### config.mk
export PLATFORM = sky130hd
export DESIGN_NAME = seq_restoring_divider
export DESIGN_NICKNAME = d
export VERILOG_FILES = /design/src/rtl/seq_restoring_divider.sv
export SDC_FILE = /design/constraint.sdc
export NUM_CORES = 1
export LEC_CHECK = 0
export ABC_AREA = 1
export ABC_CLOCK_PERIOD_IN_PS = 3500
export CELL_PAD_IN_SITES_DETAIL_PLACEMENT = 0
export CELL_PAD_IN_SITES_GLOBAL_PLACEMENT = 1
export CORE_ASPECT_RATIO = 0.8
export CORE_MARGIN = 3
export CORE_UTILIZATION = 41
export DETAILED_ROUTE_END_ITERATION = 16
export GPL_ROUTABILITY_DRIVEN = 0
export GPL_TIMING_DRIVEN = 1
export HOLD_SLACK_MARGIN = 0.15
export PLACE_DENSITY_LB_ADDON = 0.1
export REMOVE_ABC_BUFFERS = 1
export SLEW_MARGIN = 30
export SYNTH_ARGS = -nofsm -noshare
export SYNTH_HDL_FRONTEND = slang
export SYNTH_SLANG_ARGS = --single-unit
### constraint.sdc
create_clock -name CLK -period 3.5 [get_ports CLK]
set_input_delay 0.35 -clock CLK [delete_from_list [all_inputs] [get_ports CLK]]
set_output_delay 0.35 -clock CLK [all_outputs]
set_load 0.05 [all_outputs]
### src/rtl/seq_restoring_divider.sv
// Sequential restoring divider: one quotient bit per clock.
// A START accepted in IDLE latches the operands. CALC then runs DATA_WIDTH
// shift-and-subtract iterations. FINISH registers the results and pulses DONE.
// A zero divisor bypasses CALC: the quotient is all ones and the remainder is the dividend.
// Optional build macro SIGNED_DIV_EN: two's-complement operands. The divider
// works on magnitudes and fixes the signs in FINISH (truncation toward zero).
module seq_restoring_divider #(
   parameter int DATA_WIDTH = 32
) (
   input  logic                  CLK,
   input  logic                  RST,
   input  logic                  START,
   input  logic [DATA_WIDTH-1:0] DIVIDEND,
   input  logic [DATA_WIDTH-1:0] DIVISOR,
   output logic [DATA_WIDTH-1:0] QUOTIENT,
   output logic [DATA_WIDTH-1:0] REMAINDER,
   output logic                  BUSY,
   output logic                  DONE,
   output logic                  DIV_BY_ZERO
);

   localparam int CNT_W = $clog2(DATA_WIDTH + 1);
   localparam logic [CNT_W-1:0] CNT_ONE  = CNT_W'(1);
   localparam logic [CNT_W-1:0] CNT_LOAD = CNT_W'(DATA_WIDTH);

   typedef enum logic [1:0] {
      IDLE   = 2'd0,
      CALC   = 2'd1,
      FINISH = 2'd2
   } state_t;

   state_t                state_q, state_d;
   logic [CNT_W-1:0]      cnt_q;
   logic                  done_q;
   logic                  dbz_q;
   logic                  accept;
   logic                  zero_dvs;

   // Working registers. quo_q starts as the dividend and is shifted out
   // MSB-first into the partial remainder while quotient bits enter its LSB.
   logic [DATA_WIDTH-1:0] rem_q;
   logic [DATA_WIDTH-1:0] quo_q;
   logic [DATA_WIDTH-1:0] dvs_q;

   // One iteration of restoring division.
   logic        [DATA_WIDTH:0]   rem_shift;
   logic signed [DATA_WIDTH:0]   trial;
   logic        [DATA_WIDTH-1:0] rem_next;
   logic                         qbit;

   // Values presented to the output registers in FINISH.
   logic [DATA_WIDTH-1:0] final_quo;
   logic [DATA_WIDTH-1:0] final_rem;

   // The latched operands are unsigned magnitudes.
   logic [DATA_WIDTH-1:0] dvd_mag;
   logic [DATA_WIDTH-1:0] dvs_mag;

`ifdef SIGNED_DIV_EN
   logic sq_q;
   logic sr_q;

   // Two's-complement negation when en is set, pass-through otherwise.
   function automatic logic [DATA_WIDTH-1:0] neg_if(input logic [DATA_WIDTH-1:0] v,
                                                    input logic                  en);
      logic [DATA_WIDTH-1:0] r;
      r = en ? (~v + {{(DATA_WIDTH-1){1'b0}}, 1'b1}) : v;
      return r;
   endfunction

   // Magnitude of a signed value. The most-negative value maps to itself,
   // which is still the correct magnitude when read as unsigned.
   function automatic logic [DATA_WIDTH-1:0] abs_val(input logic signed [DATA_WIDTH-1:0] v);
      return neg_if(v, v[DATA_WIDTH-1]);
   endfunction

   assign dvd_mag = abs_val($signed(DIVIDEND));
   assign dvs_mag = abs_val($signed(DIVISOR));

   // A divide-by-zero result is already in its final form, so it skips the sign fix-up.
   assign final_quo = dbz_q ? quo_q : neg_if(quo_q, sq_q);
   assign final_rem = dbz_q ? rem_q : neg_if(rem_q, sr_q);
`else
   assign dvd_mag   = DIVIDEND;
   assign dvs_mag   = DIVISOR;
   assign final_quo = quo_q;
   assign final_rem = rem_q;
`endif

   // Shift {rem, quo} left by one. The dividend MSB enters the remainder.
   assign rem_shift = {rem_q, quo_q[DATA_WIDTH-1]};
   // rem_q < divisor always holds, so bit DATA_WIDTH of the trial is its sign.
   assign trial     = $signed(rem_shift - {1'b0, dvs_q});
   assign qbit      = ~trial[DATA_WIDTH];
   assign rem_next  = qbit ? trial[DATA_WIDTH-1:0] : rem_shift[DATA_WIDTH-1:0];

   assign BUSY        = (state_q != IDLE);
   assign DONE        = done_q;
   assign DIV_BY_ZERO = dbz_q;

   // State register.
   always_ff @(posedge CLK) begin
      if (RST) begin
         state_q <= IDLE;
      end else begin
         state_q <= state_d;
      end
   end

   // Next-state logic and launch decode. A START during the DONE cycle is dropped.
   always_comb begin
      state_d  = state_q;
      accept   = 1'b0;
      zero_dvs = (DIVISOR == '0);
      case (state_q)
         IDLE: begin
            if (START && !done_q) begin
               accept  = 1'b1;
               state_d = zero_dvs ? FINISH : CALC;
            end
         end
         CALC: begin
            if (cnt_q == CNT_ONE) begin
               state_d = FINISH;
            end
         end
         FINISH: begin
            state_d = IDLE;
         end
         default: begin
            state_d = IDLE;
         end
      endcase
   end

   // Control and output registers: iteration counter, DONE pulse, flag, results.
   always_ff @(posedge CLK) begin
      if (RST) begin
         cnt_q     <= '0;
         done_q    <= 1'b0;
         dbz_q     <= 1'b0;
         QUOTIENT  <= '0;
         REMAINDER <= '0;
      end else begin
         done_q <= (state_q == FINISH);
         if (accept) begin
            dbz_q <= zero_dvs;
            cnt_q <= zero_dvs ? '0 : CNT_LOAD;
         end else if (state_q == CALC) begin
            cnt_q <= cnt_q - CNT_ONE;
         end
         if (state_q == FINISH) begin
            QUOTIENT  <= final_quo;
            REMAINDER <= final_rem;
         end
      end
   end

   // Datapath working registers. They are loaded on launch, so they need no reset.
   always_ff @(posedge CLK) begin
      if (accept) begin
         if (zero_dvs) begin
            quo_q <= '1;
            rem_q <= DIVIDEND;
            dvs_q <= DIVISOR;
         end else begin
            quo_q <= dvd_mag;
            rem_q <= '0;
            dvs_q <= dvs_mag;
         end
      end else if (state_q == CALC) begin
         quo_q <= {quo_q[DATA_WIDTH-2:0], qbit};
         rem_q <= rem_next;
      end
   end

`ifdef SIGNED_DIV_EN
   // Result sign flags captured on launch.
   always_ff @(posedge CLK) begin
      if (accept) begin
         sq_q <= DIVIDEND[DATA_WIDTH-1] ^ DIVISOR[DATA_WIDTH-1];
         sr_q <= DIVIDEND[DATA_WIDTH-1];
      end
   end
`endif

endmodule
==> results.md <==
- Status: completed
- Multiplexer area fraction after synthesis: 0%
- Worst skew pair latency: ~0.44 ns
- Largest family of logic cells by synthesized area: simple AND/OR/NAND/NOR gates
- Crit-path max cell delay: slightly above 0.4 ns
- DRT iter0 DRCs: ~600
- Final instance area: roughly 12000 um^2
- Post-detailed-placement half-perimeter wirelength: 21.78 mm
- CTS tree: yes
- Clock slew seen by the registers of the worst setup and hold paths: 0.07 ns
- Setup violations, final: 0
- Setup WS pre-CTS: just under 0.6 ns
- Top cells by area, synth: edfxtp_1 (30%), dfxtp_1 (15%), nand2_1 (12%)
- Final period util: between 70% and 80%
- TritonRoute pass-1 iters: 5
- Via count: ~8700
- Final hold vios: 0
- Clock Tree Buf Depth: 2
- Initial antenna violation count: 0
- Critical path depth: 17
- Yosys warns: 0
- Worst hold endpoint: QUOTIENT[26]
- Congestion Overflow GR: 0
- Max_cap viols: 0
- Post-CTS sizing: 0
- Routed Antenna Nets: 0
- PD cells: 798.6 nW/um^2
- Buf/Inv on CP: 2
- Synth-to-Final Area Change: 23.56%
- CP Launch Type: flop
- CTS Sinks: 170
- CP startpoint: final_quo[31]
- Mapped Cells: roughly 1300
- Vias per cell: approximately 5
- Die area: approximately 26000 um^2
- Fin cells: 1757
- CP top delay family: simple AND/OR/NAND/NOR gates
- Cell Area, Synth: between 9000 and 10000 um^2
- Num CTS Buffers: 17
- Starting Density: between 40% and 50%
- Top FF cell, synth: edfxtp_1
- Hold Slack: around 0.48 ns
- GRT Util Overall: a little under a quarter
- Chip width: about 180 um
- Worst Path Max Fanout: 17
- Critical Path End Type: flop
- Post-synthesis sequential area ratio: between 40% and 50%
- #FFs+latches synth: 170
- Placed Instances: 1725
- Most common cell on crit path: nand2_1
- Slew margin rel.: 48.17%
- Slowest stage cell, crit path: fa_1
- Hold WC Path Type: reg2reg
- XOR/XNOR Fraction of Synth Area: 0.8986%
- Most common cell in the netlist: nand2_1
- DRC violation count after routing: 0
- Setup WS post-layout: 0.7651 ns
- Crit path time final: approximately 2.7 ns
- Flop2flop setup slack: 0.77 ns
- Post-synth top area share: between 20% and 30%
- Sequential cell area: 4364 um^2
- Share of layout cells above drive strength 1: ~6.1%
- Most instantiated cells after synthesis: nand2_1 (315), nor2_1 (198), inv_1 (194)
- Post-synthesis compound-gate area fraction: under 10%
- Diode count: 0
- Share of flip-flops with an asynchronous set or reset: 0%
- Routed length per placed instance: roughly 16 um
- Final wirelength: ~29 mm
- R2R cell count: 17
- Crit path cell chain: inv_1 -> ha_1 -> fa_1 -> inv_1 -> nand2_1 -> nand2_1 -> nand3_1 -> nand2_2 -> nand2_2 -> nand2_4 -> nand2_8 -> nand2_4 -> nand2_4 -> nand2_8 -> nand2_1 -> nand3_1 -> nand2_1
- Core area: 22930 um^2
- Clock Skews: between 0.01 and 0.015 ns
- # hold bufs at CTS: 0
- Adder-cell share of the synthesized area: between 4 and 5%
- Distinct cells, synth: 38
- Largest net degree at the start of global routing: 72
- Critical path class: reg2reg
- Worst reg2reg startpoint: final_quo[31]
- Synth Area per Inst: between 7 and 8 um^2
- Postcts setup bufs: 0
- End of the worst register-to-register path: final_rem[6]
- Peak VDD IR: between 0.4 and 0.5 mV
- H-tree depth: 4
- Fmax: 365.6 MHz
- Fill count: about 2300
- Multi-input logic area: between 4000 and 5000 um^2
- Hold path depth: 2
- Row Count: 49
- EDFF count, synth: 96
- Final nets: roughly 1500
- Die height: 143.9 um
- RSZ-0062 raised after global routing: no
- Hold path start: QUOTIENT[26]
- Leak: between 0.005 and 0.006 uW
- IO buf count: 133
- Area leader, netlist: edfxtp_1
- Fraction of the mapped netlist area in simple logic gates: 31.62%
- # IOs: around 130
- Critical Path RT: around 3.7 ns
- Vias in the first global route: just over 8000
- Final slew viol count: 0
- Worst Tran Pin Value: around 0.77 ns
- CP arrival: a little under 3 ns
- TNS Setup: 0 ns
- Clk Tree Root Cell: clkbuf_16
- First-pass GRT wire length: between 40 and 50 mm
- DP Area: around 11000 um^2
-- worst reg2reg max path, cell delays in order, from the launching register on --
cell and delay [ns]:
edfxtp_1 0.33, inv_1 0.12, ha_1 0.24, fa_1 0.41, inv_1 0.11, nand2_1 0.05, nand2_1 0.07, nand3_1 0.08
nand2_2 0.13, nand2_2 0.09, nand2_4 0.09, nand2_8 0.07, nand2_4 0.08, nand2_4 0.15, nand2_8 0.20, nand2_1 0.08
nand3_1 0.10, nand2_1 0.06
-- cells in the final DEF, fill, tap and decap left out, types with 4 or more instances in the layout --
cell / Yosys / final
nand3b_1: 10 / 10
nor2_1: 198 / 198
inv_1: 194 / 194
ha_1: 34 / 34
nand2_2: 18 / 19
nand2_1: 315 / 314
nor3_1: 7 / 7
nand2_4: 5 / 5
inv_6: 0 / 4
edfxtp_1: 96 / 96
nor4_1: 8 / 8
a21oi_1: 62 / 62
nand3_1: 123 / 123
dfxtp_1: 74 / 74
clkbuf_16: 0 / 17
xnor2_1: 7 / 7
buf_4: 2 / 11
o21ai_0: 70 / 70
nand4_1: 12 / 12
inv_2: 4 / 5
clkdlybuf4s50_1: 0 / 133
bufinv_16: 0 / 5
nor2_2: 4 / 4
o21bai_1: 7 / 7
-- worst max-delay path by stage --
stage	end	slack, ns
6_report	final_rem[6]	0.77
5_1_grt	final_rem[24]	0.55
4_1_cts	final_rem[6]	0.77
3_5_place_dp	final_quo[0]	0.58
3_3_place_gp	final_rem[11]	0.57
2_1_floorplan	final_quo[0]	-1.39
-- stage by stage --
step / utilization, % / power, uW
after floorplan: - / 6130
after global placement: 49.63 / 7460
after detailed placement: 49.63 / 7484
after CTS: 52.52 / 9675
after global routing: 52.52 / 10350
final: 52.52 / 9618
-- routing by layer --
layer,share of wire (%),GRT usage [%]
met1,48,32.04
met2,44,35.17
met3,5.3,4.622
met4,2.2,6.557
met5,0,0
-- flip-flops by register name, indices dropped and copies added (netlist names) --
signal and flops:
DIV_BY_ZERO 1, DONE 1, QUOTIENT 32, REMAINDER 32, cnt_q 6, dvs_q 32, final_quo 32, final_rem 32
state_q 2
-- logic make-up after synthesis --
group | count (synthesis)
AND/OR/NAND/NOR | 709
buffers and inverters | 245
flip-flops | 170
AO/OA/AOI/OAI | 148
adder cells (fa/ha/maj) | 35
XOR/XNOR | 10
-- area by class of cell --
type	instances	area share, %
repair buffers	146	12.07
inverters	201	6.275
multi-input cells	902	36.73
well taps	306	3.179
flip-flops and latches	170	36.24
clock inverters	15	1.974
clock buffers	17	3.532
-- report_power, final --
part | switching (uW) | total (uW) | leakage (uW) | internal (uW)
Combinational | 3060 | 4570 | 0.00365 | 1510
Sequential | 267 | 2890 | 0.00153 | 2620
Clock | 867 | 2160 | 0.000323 | 1290
Power figures use the tool's default switching activity.
